<file path="config.mk">
export PLATFORM = sky130hd
export DESIGN_NAME = mem_access_ctrl
export DESIGN_NICKNAME = d
export VERILOG_FILES = /design/src/rtl/mem_access_ctrl_pkg.sv /design/src/rtl/mem_access_ctrl_sat_counter.sv /design/src/rtl/mem_access_ctrl.sv
export SDC_FILE = /design/constraint.sdc
export NUM_CORES = 1
export LEC_CHECK = 0
export BUFFER_PORTS_ARGS = -buffer_cell sky130_fd_sc_hd__buf_2
export CAP_MARGIN = 0
export CORE_MARGIN = 1.5
export CORE_UTILIZATION = 47
export CTS_BUF_LIST = sky130_fd_sc_hd__clkbuf_16
export DETAILED_ROUTE_END_ITERATION = 12
export MAX_ROUTING_LAYER = met4
export PLACE_DENSITY = 0.86
export SLEW_MARGIN = 20
export SYNTH_ARGS = -nofsm -noshare
export SYNTH_HDL_FRONTEND = slang
export SYNTH_SLANG_ARGS = --single-unit
</file>
<file path="constraint.sdc">
create_clock -name clk -period 5.6 [get_ports clk]
set_clock_uncertainty 0.2 [all_clocks]
set_input_delay 1.12 -clock clk [delete_from_list [all_inputs] [get_ports clk]]
set_output_delay 1.12 -clock clk [all_outputs]
set_load 0.02 [all_outputs]
</file>
<file path="src/rtl/mem_access_ctrl_pkg.sv">
// Shared definitions for the memory-stage controller: FSM state and request-op
// encodings, default data width and the access legality helper.
package mem_access_ctrl_pkg;

  localparam int DATA_W_DEF = 16;

  typedef enum logic {
    IDLE = 1'b0,
    BUSY = 1'b1
  } state_e;

  typedef enum logic [1:0] {
    NONE = 2'b00,
    RD   = 2'b01,
    WR   = 2'b10
  } op_e;

  // Word accesses only: conflicting load+store or an odd address are rejected.
  function automatic logic access_bad(input logic rd, input logic wr, input logic addr_lsb);
    return (rd & wr) | ((rd | wr) & addr_lsb);
  endfunction

endpackage

</file>
<file path="src/rtl/mem_access_ctrl_sat_counter.sv">
// Saturating up-counter; holds at all-ones once reached.
module sat_counter #(
  parameter int CNT_W = 16
) (
  input  logic             clk,
  input  logic             rst_n,
  input  logic             inc,
  output logic [CNT_W-1:0] cnt
);

  logic [CNT_W-1:0] cnt_q;
  logic [CNT_W-1:0] cnt_d;

  // Next count, frozen at the ceiling.
  always_comb begin
    cnt_d = cnt_q;
    if (inc && (cnt_q != {CNT_W{1'b1}})) begin
      cnt_d = cnt_q + CNT_W'(1);
    end else begin
      cnt_d = cnt_q;
    end
  end

  // Count register.
  always_ff @(posedge clk or negedge rst_n) begin
    if (!rst_n) begin
      cnt_q <= {CNT_W{1'b0}};
    end else begin
      cnt_q <= cnt_d;
    end
  end

  assign cnt = cnt_q;

endmodule

</file>
<file path="src/rtl/mem_access_ctrl.sv">
// Memory-stage controller: issues one LD/ST at a time to a stalling cache and
// holds the pipeline until it completes. Optional perf counters: MEM_PERF_CNT_EN.
module mem_access_ctrl
  import mem_access_ctrl_pkg::*;
#(
  parameter int DATA_W = DATA_W_DEF,
  parameter int CNT_W  = 16
) (
  input  logic              clk,
  input  logic              rst_n,
  input  logic              MemRead,
  input  logic              MemWrite,
  input  logic              Halt,
  input  logic [DATA_W-1:0] ALU_res,
  input  logic [DATA_W-1:0] wr_data,
  input  logic [DATA_W-1:0] mem_DataOut,
  input  logic              mem_Done,
  input  logic              mem_Stall,
  input  logic              mem_CacheHit,
  input  logic              mem_Err,
  output logic [DATA_W-1:0] mem_Addr,
  output logic [DATA_W-1:0] mem_DataIn,
  output logic              mem_Rd,
  output logic              mem_Wr,
  output logic              stall_pipe,
  output logic [DATA_W-1:0] mem_res,
  output logic              err
`ifdef MEM_PERF_CNT_EN
  ,
  output logic [CNT_W-1:0]  acc_cnt,
  output logic [CNT_W-1:0]  hit_cnt
`endif
);

  state_e            state_q, state_d;
  op_e               op_q, op_d;
  logic [DATA_W-1:0] addr_q, addr_d;
  logic [DATA_W-1:0] din_q, din_d;
  logic [DATA_W-1:0] rd_q, rd_d;

  logic              bad_s;
  logic              req_s;
  logic              stall_s;
  logic              err_s;
  logic              done_s;
  logic [DATA_W-1:0] res_s;

  // Next-state, capture and combinational handshake outputs.
  always_comb begin
    bad_s   = access_bad(MemRead, MemWrite, ALU_res[0]);
    req_s   = (MemRead | MemWrite) & ~Halt & ~bad_s;
    state_d = state_q;
    op_d    = op_q;
    addr_d  = addr_q;
    din_d   = din_q;
    rd_d    = rd_q;
    stall_s = 1'b0;
    err_s   = 1'b0;
    done_s  = 1'b0;
    res_s   = ALU_res;
    case (state_q)
      IDLE: begin
        if (req_s) begin
          stall_s = 1'b1;
          addr_d  = ALU_res;
          din_d   = wr_data;
          op_d    = MemRead ? RD : WR;
          state_d = BUSY;
        end else begin
          err_s = bad_s & ~Halt;
        end
      end
      BUSY: begin
        // mem_Done is authoritative; mem_Err aborts even without it.
        stall_s = ~mem_Done & ~mem_Err;
        err_s   = mem_Err;
        done_s  = mem_Done;
        if (mem_Done) begin
          res_s = (op_q == RD) ? mem_DataOut : addr_q;
          rd_d  = mem_DataOut;
        end else begin
          res_s = ALU_res;
        end
        if (mem_Done || mem_Err) begin
          state_d = IDLE;
          op_d    = NONE;
        end else begin
          state_d = BUSY;
        end
      end
      default: begin
        state_d = IDLE;
        op_d    = NONE;
      end
    endcase
  end

  // Controller state and captured request.
  always_ff @(posedge clk or negedge rst_n) begin
    if (!rst_n) begin
      state_q <= IDLE;
      op_q    <= NONE;
      addr_q  <= {DATA_W{1'b0}};
      din_q   <= {DATA_W{1'b0}};
      rd_q    <= {DATA_W{1'b0}};
    end else begin
      state_q <= state_d;
      op_q    <= op_d;
      addr_q  <= addr_d;
      din_q   <= din_d;
      rd_q    <= rd_d;
    end
  end

  assign mem_Addr   = addr_q;
  assign mem_DataIn = din_q;
  assign mem_Rd     = (state_q == BUSY) && (op_q == RD);
  assign mem_Wr     = (state_q == BUSY) && (op_q == WR);
  // Reset must release the pipeline immediately, even with a load still presented.
  assign stall_pipe = rst_n & stall_s;
  assign err        = rst_n & err_s;
  assign mem_res    = res_s;

`ifdef MEM_PERF_CNT_EN
  sat_counter #(.CNT_W(CNT_W)) u_acc_cnt (
    .clk   (clk),
    .rst_n (rst_n),
    .inc   (done_s),
    .cnt   (acc_cnt)
  );

  sat_counter #(.CNT_W(CNT_W)) u_hit_cnt (
    .clk   (clk),
    .rst_n (rst_n),
    .inc   (done_s & mem_CacheHit),
    .cnt   (hit_cnt)
  );

  logic unused_s;
  assign unused_s = ^{mem_Stall, rd_q};
`else
  logic unused_s;
  assign unused_s = ^{mem_Stall, mem_CacheHit, rd_q, done_s, 1'(CNT_W > 0)};
`endif

endmodule

</file>
==> flow_metrics.py <==
metrics = {
    "layout": {
        "final_common_cell": "buf_2",
        "drive_gt1_share_pct": 57.94,
        "insertedDiodeCount": 0,
        "finalNonFillerCells": 300,
        "final_cell_mix": "buf_2, dfrtp_1, mux2_4",
        "layout.nets": 308,
        "area_growth_syn_to_layout_pct": 35.55,
    },
    "grt": {
        "antenna_found_initial": 0,
        "grt_pass1_wl_mm": 6.141,
        "grt_pass1_vias": 1384,
        "grtUsageMet2_pct": 33.29,
        "grt_use_met3_pct": 4.795,
        "busiest_layer": "met2",
        "gr-total-overflow": 0,
        "grt_max_degree": 38,
        "grtUsageMet1_pct": 22.46,
        "grt_usage_pct": 19.19,
    },
    "drt": {
        "finalWirelength_mm": 3.770,
        "antenna_left": 0,
        "viasPerCell": 4.810,
        "drc": 0,
        "wl_per_cell_um": 12.57,
        "detail_route.first_pass.iterations": 4,
        "num_vias": 1443,
        "drtIter0Drc": 40,
    },
    "yosys": {
        "synth.distinct_cells": 20,
        "avgSynthCellArea_um2": 12.52,
        "synth-seq-cells": 35,
        "synth.net_count": 204,
        "synth_area_um2": 1841,
        "synth_area_leaders": "dfrtp_1, mux2_4, mux2i_1",
        "syn_inst": 147,
        "ys_seq_area_share_pct": 47.59,
        "yosys_warnings": 0,
        "yosysTopAreaCell": "dfrtp_1",
        "synth_top_area_share_pct": 47.59,
    },
    "floorplan": {
        "core.rowCount": 22,
        "chipWidth_um": 65.58,
        "num_io_pins": 109,
        "initial_core_util_pct": 49.53,
        "fp.dieH_um": 65.58,
        "dieArea_um2": 4300,
        "floorplan.core_area_um2": 3716,
    },
    "placement": {
        "hpwl_mm": 2.809,
        "port_buffers": 106,
        "dpl.cell_count": 292,
        "dp_worst_setup_slack_ns": 1.617,
        "gp_congestion": 0.7349,
    },
    "clock_network": {
        "htreeDepth": 2,
        "clk_latency_ns": 0.27,
        "cts-resized-gates": 0,
        "postCtsSetupBuffers": 0,
        "root_buffer": "clkbuf_16",
        "postCtsHoldBufs": 0,
        "cts.sinks": 35,
        "clkSlewWorstSetupHoldPaths_ns": 0.05,
        "cts_inserted_buffers": 5,
        "cts_tree": "yes",
        "cts_max_path_buffers": 2,
    },
    "worst_setup_path": {
        "cp.required_ns": 4.28,
        "r2r_setup_slack_ns": 3.46,
        "worst_r2r_path_depth": 3,
        "crit_chain": "buf_2 > xnor2_1 > or4_2 > buf_4 > a21boi_0 > buf_2",
        "r2r_end": "mem_Addr[7]",
        "critPathMostFrequentCell": "buf_2",
        "crit_arrival_ns": 2.64,
        "r2r-start": "state_q",
        "critPathSlowestCell": "or4_2",
        "critPathCapture": "stall_pipe",
        "path_max_fanout": 36,
        "slowest_delay_ns": 0.53,
        "start_kind": "input pin",
        "critical_path.startpoint": "MemRead",
        "crit_type": "in -> out",
        "cp-end-kind": "primary output",
    },
    "timing": {
        "maxSlewHeadroom_pct": 25.11,
        "hold_viol_final": 0,
        "setup_violations": 0,
        "max_freq_mhz": 252.5,
        "tns_ns": 0,
        "rsz0062_at_grt": "false",
        "drv_slew": 0,
        "setup_slack_ns": 1.639,
        "period_needed_ns": 3.961,
        "tightest_slew_ns": 1.118,
        "fin_crit_sh_pct": 70.73,
    },
    "status": {
        "outcome": "complete, no violations",
    },
    "pwr": {
        "total_leakage_power_nw": 1.359,
        "vdd.ir_drop.worst_uv": 280.6,
        "p_per_area_nw_per_um2": 388.6,
    },
    "hold_path": {
        "min_path_cells": 1,
        "min-delay-path-class": "reg -> reg",
    },
    "job": {
        "maxCapViolCount": 0,
    },
}
[flip-flops by register name, indices dropped and copies added, names as in the netlist]
register    cells
mem_DataIn     16
state_q         1
mem_Addr       16
op_q            2
[layout make-up]
cell class | instances | area [µm²]
flip-flops and latches | 35 | 875.8
inverters | 1 | 3.754
clock buffers | 5 | 125.1
clock inverters | 3 | 15.01
fillers | 299 | 1221
well taps | 48 | 60.06
multi-input cells | 101 | 877.1
repair buffers | 107 | 538.0
[per-stage QoR]
stage	instance area, µm²	hold slack, ns	power, mW	utilization [%]
after floorplan	1841	0.3086	0.6073	-
after global placement	2355	0.2888	0.7144	63.37
after detailed placement	2355	0.2929	0.7247	63.37
after CTS	2495	0.3092	0.9803	67.14
after global routing	2495	0.3235	1.022	67.14
final	2495	0.3042	0.9695	67.14
[worst max-delay path, delay by kind of cell]
| kind | cells | cell delay [ns] |
|---|---|---|
| buf+inv | 3 | 0.65 |
| simple gates | 1 | 0.53 |
| compound gates | 1 | 0.23 |
| xor+xnor | 1 | 0.11 |
[worst min path at each step]
stage          slack [ns]     startpoint            end
4_1_cts              0.31  mem_DataIn[0]  mem_DataIn[0]
5_1_grt              0.32  mem_DataIn[1]  mem_DataIn[1]
6_report             0.30  mem_DataIn[0]  mem_DataIn[0]
2_1_floorplan        0.31        op_q[0]        op_q[0]
3_3_place_gp         0.29  mem_DataIn[3]  mem_DataIn[3]
3_5_place_dp         0.29  mem_DataIn[5]  mem_DataIn[5]
[metal layers]
metal	vias to the layer above	share of wire, %
met1	650	44
li1	722	-
met3	2	6.8
met4	0	0.61
met5	-	0
met2	69	49
[where the power goes]
group / internal [mW] / switching (mW)
Sequential: 0.319 / 0.0444
Clock: 0.161 / 0.0896
Combinational: 0.170 / 0.186
[Yosys cell counts]
cell,instances
mux2_4,25
clkbuf_1,4
inv_1,1
and3_1,1
nor2b_1,1
buf_6,2
nor2_1,17
mux2_2,6
buf_12,2
buf_2,2
mux2i_1,18
o21ai_0,3
a21oi_1,17
nand2_1,6
dfrtp_1,35
or4_1,1
a21boi_0,1
and2_1,3
xnor2_1,1
and3b_1,1
[logic make-up after synthesis]
kind of cell	after synthesis	share of synthesized area [%]
multiplexers	49	33.85
buffers and inverters	11	4.962
AO/OA/AOI/OAI	21	5.846
XOR/XNOR	1	0.4760
AND/OR/NAND/NOR	30	7.275
flip-flops	35	47.59
Power figures use the tool's default switching activity.
